--- src/rtl/prv32_mdu_if.sv ---
// prv32_mdu_if: operand/result bundle between the execute stage and the multiply/divide unit
interface prv32_mdu_if;
  logic        start;
  logic [2:0]  funct3;
  logic [31:0] a;
  logic [31:0] b;
  logic        busy;
  logic        done;
  logic [31:0] r;
  modport master (output start, funct3, a, b, input busy, done, r);
  modport slave  (input start, funct3, a, b, output busy, done, r);
endinterface

--- src/rtl/prv32_mdu.sv ---
// prv32_mdu: iterative RV32M multiply/divide, one bit per cycle
module prv32_mdu (
  input logic      clk,
  input logic      rst,
  prv32_mdu_if.slave io
);
  typedef enum logic [1:0] {IDLE, CALC, FIN, DONE} state_t;
  state_t      state;
  logic [2:0]  f3;
  logic [31:0] m;
  logic [63:0] acc;
  logic        neg;
  logic [5:0]  cnt;
  logic [31:0] r;
  logic        sa, sb, dz, ovf;
  logic [31:0] ma_in, mb_in, q, rm;
  logic [32:0] sum, trial;
  logic [63:0] p;
  // operand signedness, magnitudes, fast-path detection and per-iteration datapath
  always_comb begin
    sa = io.a[31] & (io.funct3[2] ? ~io.funct3[0] : io.funct3[1:0] != 2'b11);
    sb = io.b[31] & (io.funct3[2] ? ~io.funct3[0] : ~io.funct3[1]);
    ma_in = sa ? -io.a : io.a;
    mb_in = sb ? -io.b : io.b;
    dz = io.funct3[2] & (io.b == 32'h0);
    ovf = io.funct3[2] & ~io.funct3[0] & (io.a == 32'h8000_0000) & (io.b == 32'hffff_ffff);
    sum = {1'b0, acc[63:32]} + {1'b0, m};
    trial = acc[63:31] - {1'b0, m};
    p = neg ? -acc : acc;
    q = neg ? -acc[31:0] : acc[31:0];
    rm = neg ? -acc[63:32] : acc[63:32];
  end
  // control FSM: acc holds {partial product, multiplier} or {remainder, dividend/quotient}
  always_ff @(posedge clk or posedge rst) begin
    if (rst) begin
      state <= IDLE;
      f3 <= 3'b0;
      m <= 32'h0;
      acc <= 64'h0;
      neg <= 1'b0;
      cnt <= 6'h0;
      r <= 32'h0;
    end else begin
      case (state)
        IDLE: if (io.start) begin
          f3 <= io.funct3;
          neg <= sa ^ (sb & ~(io.funct3[2] & io.funct3[1]));
          m <= io.funct3[2] ? mb_in : ma_in;
          acc <= {32'h0, io.funct3[2] ? ma_in : mb_in};
          cnt <= 6'h0;
          if (dz | ovf) begin
            r <= dz ? (io.funct3[1] ? io.a : 32'hffff_ffff) : (io.funct3[1] ? 32'h0 : 32'h8000_0000);
            state <= DONE;
          end else
            state <= CALC;
        end
        CALC: begin
          acc <= f3[2] ? (trial[32] ? {acc[62:0], 1'b0} : {trial[31:0], acc[30:0], 1'b1})
                       : (acc[0] ? {sum, acc[31:1]} : {1'b0, acc[63:1]});
          cnt <= cnt + 6'd1;
          state <= cnt == 6'd31 ? FIN : CALC;
        end
        FIN: begin
          r <= f3[2] ? (f3[1] ? rm : q) : (f3[1:0] == 2'b00 ? p[31:0] : p[63:32]);
          state <= DONE;
        end
        default: state <= IDLE;
      endcase
    end
  end
  assign io.busy = state == CALC || state == FIN;
  assign io.done = state == DONE;
  assign io.r = r;
endmodule

--- src/flat_wrapper.sv ---
// flat-port wrapper written by rule: the top's interface ports become plain ports
module prv32_mdu_flat 
  (clk, rst, io_start, io_funct3, io_a, io_b, io_busy, io_done, io_r);
  prv32_mdu_if io_i ();
  input logic clk;
  input logic rst;
  input wire logic [$bits(io_i.start)-1:0] io_start;
  input wire logic [$bits(io_i.funct3)-1:0] io_funct3;
  input wire logic [$bits(io_i.a)-1:0] io_a;
  input wire logic [$bits(io_i.b)-1:0] io_b;
  output wire logic [$bits(io_i.busy)-1:0] io_busy;
  output wire logic [$bits(io_i.done)-1:0] io_done;
  output wire logic [$bits(io_i.r)-1:0] io_r;
  assign io_i.start = io_start;
  assign io_i.funct3 = io_funct3;
  assign io_i.a = io_a;
  assign io_i.b = io_b;
  assign io_busy = io_i.busy;
  assign io_done = io_i.done;
  assign io_r = io_i.r;
  prv32_mdu u_core (.clk(clk), .rst(rst), .io(io_i));
endmodule
--- config.mk ---
export PLATFORM = sky130hd
export DESIGN_NAME = prv32_mdu_flat
export DESIGN_NICKNAME = d
export VERILOG_FILES = /design/src/rtl/prv32_mdu_if.sv /design/src/rtl/prv32_mdu.sv /design/src/flat_wrapper.sv
export SDC_FILE = /design/constraint.sdc
export NUM_CORES = 1
export LEC_CHECK = 0
export ABC_AREA = 1
export CAP_MARGIN = 20
export CORE_MARGIN = 1.5
export CORE_UTILIZATION = 40
export CTS_BUF_LIST = sky130_fd_sc_hd__clkbuf_4 sky130_fd_sc_hd__clkbuf_8
export CTS_CLUSTER_DIAMETER = 120
export DETAILED_ROUTE_END_ITERATION = 8
export PLACE_DENSITY = 0.58
export SYNTH_ARGS = -nofsm -noshare
export SYNTH_HDL_FRONTEND = slang
export SYNTH_SLANG_ARGS = --single-unit
--- constraint.sdc ---
create_clock -name clk -period 5 [get_ports clk]
set_input_delay 0.75 -clock clk [delete_from_list [all_inputs] [get_ports clk]]
set_output_delay 0.75 -clock clk [all_outputs]
set_load 0.01 [all_outputs]
==> flow_metrics.tcl, run 1 <==
set metrics [dict create \
    drv_slew 0 \
    antenna_found_initial 2 \
    finalInstanceArea_mm2 0.0199 \
    layout.area.seq_mm2 0.00351 \
    most-common-layout-cells "nand2_1, nor2_1, nand3_1, inv_1, a21oi_1" \
    ios 104 \
    grt_pass1_vias 21100 \
    fillers 4945 \
    p_per_area_mw_per_mm2 827 \
    reg2reg_slack_ps 1380 \
    criticalPathCategory "flop to flop" \
    vias 21900 \
    post_drt_via_cell_ratio 5.79 \
    setup-violations-final 0 \
    required_ps 5420 \
    outcome "finished, final reports clean" \
    post_cts.resized_instances 0 \
    wl_mm 87.7 \
    die_h_um 216 \
    area_delta_synth_final_pct 9.73 \
    synth_cell_types 52 \
    syn_inst 3142 \
    async_flop_share_pct 100 \
    cts_tree "yes" \
    coreArea_mm2 0.0445 \
    final_nets 3315 \
    clock_sinks 140 \
    ys_seq_elements 140 \
    met2_wirelength_mm 40.0 \
    clk_pin_slew_worst_paths_ps 90 \
    antenna_left 0 \
    min_period_over_period_pct 72.4 \
    maxSlewHeadroom_pct 33.2 \
    synth-edff-count 0 \
    final_cells 3774 \
    final_common_cell "nand2_1" \
    syn_nets 3288 \
    overflow 0 \
    path_max_fanout 38 \
    leakagePower_nw 9.48 \
    hold_viol 0 \
    multi_input_area_mm2 0.0128 \
    maxUsedRoutingLayer "met5" \
    routabilityCongestion 1.00 \
    placed_area_mm2 0.0196 \
    cts_hold_buf 0 \
    maxCapViolations 0 \
    p_total_mw 16.5 \
    dr.pass1.iters 6 \
    ys_seq_area_share_pct 19.3 \
    cp-start-kind "flop" \
    root_buffer "clkbuf_8" \
    cts_made_buffers 17 \
    worstHoldPathType "flop to flop" \
    initial_core_util_pct 40.8 \
    place_inst 3742 \
    drive_gt1_share_pct 6.38 \
    clockBufferDepth 2 \
    syn_area_per_cell_um2 5.78 \
    antenna_cells 0 \
    io_buffers 103 \
    worst_pin_slew_ps 991 \
    clk_latency_ps 500 \
    remaining_drc_errors 0 \
    wl_per_cell_um 23.2 \
    drt_iter0_drc 2250 \
    die_area_mm2 0.0467 \
    crit_path_end_kind "flop" \
    synth_area_mm2 0.0182 \
    grt_setup_unrepaired "false" \
    die_w_um 216 \
    ys.flop_type "dfrtp_1" \
    finClkSkew_ps 26.7 \
    num_rows 77 \
    grt_max_degree 76 \
    post-cts-setup-buffers 0 \
    met3_length_mm 7.27 \
    min_period_ps 3620 \
    fin_setup_tns_ps 0 \
    hpwl_mm 71.2 \
    met1_length_mm 35.6 \
    grt_util_all_layers_pct 37.3 \
    grt_pass1_wl_mm 131 \
    htreeDepth 4 \
    yosys_warnings 0 \
    fmax_mhz 276 \
    arrival_ps 4040 \
    vdd_drop_max_v 0.000420 \
]
## synthesized netlist by cell type (all sizes together) (6+ instances only)
cell type	number	area, um2
or2	12	75.1
nor2	399	1570
a21o	8	60.1
a31oi	21	131
o21bai	8	60.1
clkinv	6	23.8
inv	326	1220
nand2	978	3790
ha	74	926
a22oi	12	90.1
o21ai	171	878
a21oi	271	1430
dfrtp	140	3500
xor2	92	806
nor4	10	83.8
o221ai	20	175
clkbuf	68	255
xnor2	13	114
o211ai	33	248
nand3b	9	67.6
nand4	35	234
nand3	325	1690
nor3	34	190
buf	62	404
## layout make-up
cell class | count | share of cell area (%)
clock inverter | 13 | 0.571
sequential | 140 | 17.6
clock buffer | 19 | 1.28
multi-input combinational | 2540 | 64.0
tap | 592 | 3.72
timing repair buffer | 138 | 6.49
inverter | 332 | 6.29
## state kept, by name (all words and copies together) (netlist names)
signal	cells
u_core.acc	64
u_core.io.r	32
u_core.m	32
u_core.cnt	6
u_core.f3	3
u_core.state	2
u_core.neg	1
## kinds of logic (layout without fill, tap and decap cells)
| family | Yosys count | count (layout) | share of synthesized area, % |
|---|---|---|---|
| AND/OR/NAND/NOR | 1805 | 1805 | 42.5 |
| AO/OA/AOI/OAI | 554 | 554 | 17.3 |
| buffers and inverters | 462 | 502 | 10.5 |
| flip-flops | 140 | 140 | 19.3 |
| XOR/XNOR | 105 | 105 | 5.06 |
| adder cells (fa/ha/maj) | 76 | 76 | 5.32 |
## path summary, 6_finish.rpt
path | startpoint | to | depth (start not counted)
setup reg to reg | u_core.acc[0] | u_core.io.r[24] | 15
hold / removal | u_core.io.r[0] | u_core.io.r[0] | 2
setup / recovery | u_core.acc[0] | u_core.io.r[24] | 15
hold reg to reg | u_core.io.r[0] | u_core.io.r[0] | 2
min in group asynchronous | rst | u_core.acc[44] | 2
max in group asynchronous | rst | u_core.acc[47] | 3
## where the power goes
group          internal [mW]  leakage, nW  switching, mW
combinational           4.00         7.61           8.59
sequential              1.70         1.68           1.28
clock                  0.413        0.190          0.517
total                   6.11         9.48           10.4
## routing by layer
metal / track usage (%) / vias to the layer above
li1: - / 10300
met1: 46.6 / 10200
met2: 60.8 / 1070
met3: 7.24 / 235
met4: 19.4 / 2
met5: 0 / -
## stage by stage
step	worst slack, ps	util (%)	hold slack [ps]
floorplan	497	-	468
global placement	1330	43.9	478
detailed placement	1300	43.9	472
CTS	1510	44.8	499
global route	1210	44.8	538
finish	1380	44.8	499
## critical path, cell delays in order (launching register included)
cell and delay [ps]:
dfrtp_1 370, buf_4 260, inv_2 690, ha_1 300, nand2_1 160, nor2_4 200
nand3_1 100, nand2_1 460, nand3_1 150, nand2_1 90, nand3_1 250, nand2_1 130
nand2_1 50, nand2_1 90, nand2_1 50, a21oi_1 130
(Power assumes the default switching activity.)
==> inputs of run 2 (changes only) <==
clock period = 3.6 ns   (was 5 ns; I/O delays follow)
==> run 2 against run 1 <==
Worst hold slack got worse by 220 ps. Highest routed layer is now met4. Die area did not move. Critical path type unchanged. Sequential share of layout area is 0.31 points lower. Cell area grew 1.8%.
==> flow_metrics.tcl, run 2 (synthesis gave the netlist of run 1 again) <==
set metrics [dict create \
    clock_sinks 140 \
    fillers 4926 \
    cp-start-kind "flop" \
    fin_util_pct 45.6 \
    root_buffer "clkbuf_8" \
    grt_pass1_vias 21200 \
    fmax_mhz 299 \
    arrival_ps 3750 \
    cts_hold_buf 0 \
    maxCapViolations 0 \
    antenna_found_initial 0 \
    p_sw_mw 15.0 \
    routabilityCongestion 1.07 \
    maxSlewHeadroom_pct 45.3 \
    worstHoldPathType "input port to async pin" \
    finClkSkew_ps 27.8 \
    area_delta_synth_final_pct 11.7 \
    final_common_cell "nand2_1" \
    path_cells "inv_1, ha_1, fa_1, inv_1, nand3_1, nand2_2, nand2_1, nand2_2, nand2_1, nand2_2, nand3_2, nand3_1, nand2_4, nand2_2, nand3_2, nand2_1, nand2_1" \
    outcome "finished, final reports clean" \
    coreArea_mm2 0.0445 \
    min_period_over_period_pct 92.9 \
    cts_made_buffers 17 \
    final_nets 3347 \
    overflow 0 \
    intPower_mw 8.77 \
    p_clk_share_pct 6.2 \
    leakagePower_nw 9.67 \
    r2r_start "u_core.acc[31]" \
    crit_path_start "u_core.acc[31]" \
    min_period_ps 3340 \
    die_area_mm2 0.0467 \
    ios 104 \
    path_max_fanout 32 \
    p_sw_share_pct 63.1 \
    antenna_left 0 \
    clk_latency_ps 520 \
    power_frac_seq_pct 16.3 \
    path_depth 17 \
    crit_path_end_kind "flop" \
    wl_per_cell_um 24.4 \
    worst_r2r_endpoint "u_core.acc[58]" \
    setup-violations-final 0 \
    drv_slew 0 \
    vdd_drop_max_v 0.000588 \
    post-cts-setup-buffers 0 \
    post_cts.resized_instances 0 \
    placed_area_mm2 0.0199 \
    cp_num_buf_inv 2 \
    reg2regPathDepth 17 \
    criticalPathCategory "flop to flop" \
    remaining_drc_errors 0 \
    reg2reg_slack_ps 260 \
    die_w_um 216 \
    top_regs "u_core.acc (64), u_core.io.r (32), u_core.m (32)" \
    finalInstanceArea_mm2 0.0203 \
    cpLargestDelayFamily "simple AND/OR/NAND/NOR gates" \
    cts_tree "yes" \
    grt_util_all_layers_pct 39.2 \
    drt_iter0_drc 2740 \
    die_h_um 216 \
    drive_gt1_share_pct 7.28 \
    p_per_area_mw_per_mm2 1170 \
    worst_pin_slew_ps 813 \
    num_rows 77 \
    top_register "u_core.acc" \
    vias 22500 \
    fin_setup_tns_ps 0 \
    post_drt_via_cell_ratio 5.92 \
    required_ps 4000 \
    critPathMaxStageDelay_ps 480 \
    clockBufferDepth 2 \
    clk_pin_slew_worst_paths_ps 90 \
    largest_reg_flops 64 \
    grt_pass1_wl_mm 136 \
    io_buffers 103 \
    wl_mm 92.9 \
    hold_viol 0 \
    comb_power_share_pct 77.5 \
    most-common-layout-cells "nand2_1, nor2_1, nand3_1, inv_1, a21oi_1" \
    dr.pass1.iters 8 \
    initial_core_util_pct 40.8 \
    htreeDepth 4 \
    grt_max_degree 142 \
    hpwl_mm 74.6 \
    endpoint "u_core.acc[58]" \
    grt_setup_unrepaired "false" \
    cp_slowest_cell "dfrtp_1" \
]
==> run 2: cell count changes in the layout (fill, tap and decap cells not counted), moves of 2 or more <==
| cell | delta |
|---|---|
| buf_4 | +27 |
| inv_8 | +5 |
| clkinv_8 | +2 |
| clkinv_2 | -5 |
| buf_12 | +4 |
==> run 2: power groups by stage <==
stage	Combinational, mW	Clock [mW]	Sequential, mW
3_3_place_gp	17.7	0	3.81
3_5_place_dp	17.8	0	3.79
2_1_floorplan	12.3	0	3.09
4_1_cts	17.9	1.48	3.77
5_1_grt	20.1	1.57	3.84
6_report	18.4	1.48	3.87
==> run 2: metrics by stage <==
step                      hold WS, ps  total power, mW  setup slack, ps  std cells
after floorplan                   468             15.4             1080       3142
after global placement            473             21.5              234       3773
after detailed placement          500             21.6              246       3774
after CTS                         257             23.2              319       3806
after global routing              265             25.5             77.1       3806
final                             276             23.8              257       3807
==> run 2: metal layers <==
layer / global-route usage [%] / routed length, um / share of wire, % / vias to the layer above
met4: 27.2 / 7540 / 8.1 / 0
met3: 8.42 / 9050 / 9.7 / 310
met5: 0 / 0 / 0 / -
met2: 58.7 / 39000 / 42 / 1343
li1: - / - / - / 10400
met1: 50.4 / 37200 / 40 / 10500
==> run 2: final cells by class <==
type	instances	area, um2	share of cell area [%]
sequential	140	3510	17.3
clock buffer	17	234	1.15
antenna	1	2.50	0.0123
inverter	332	1250	6.17
clock inverter	15	199	0.981
multi-input combinational	2540	12800	62.9
timing repair buffer	170	1590	7.85
tap	592	741	3.65
==> run 2: how the worst min path moves through the flow <==
| stage | to | slack (ps) | cells past startpoint | startpoint |
|---|---|---|---|---|
| 5_1_grt | u_core.acc[60] | 270 | 2 | rst |
| 4_1_cts | u_core.acc[60] | 260 | 2 | rst |
| 3_3_place_gp | u_core.io.r[28] | 470 | 2 | u_core.io.r[28] |
| 2_1_floorplan | u_core.cnt[1] | 470 | 2 | u_core.cnt[1] |
| 6_report | u_core.acc[60] | 280 | 2 | rst |
| 3_5_place_dp | u_core.io.r[28] | 500 | 2 | u_core.io.r[28] |
==> run 2: worst reg2reg max path, delay by kind of cell, from the launching register on <==
kind / cells / cell delay [ps]
AND/OR/NAND/NOR: 13 / 1760
adder cells (fa/ha/maj): 2 / 670
flip-flops: 1 / 480
buffers and inverters: 2 / 350
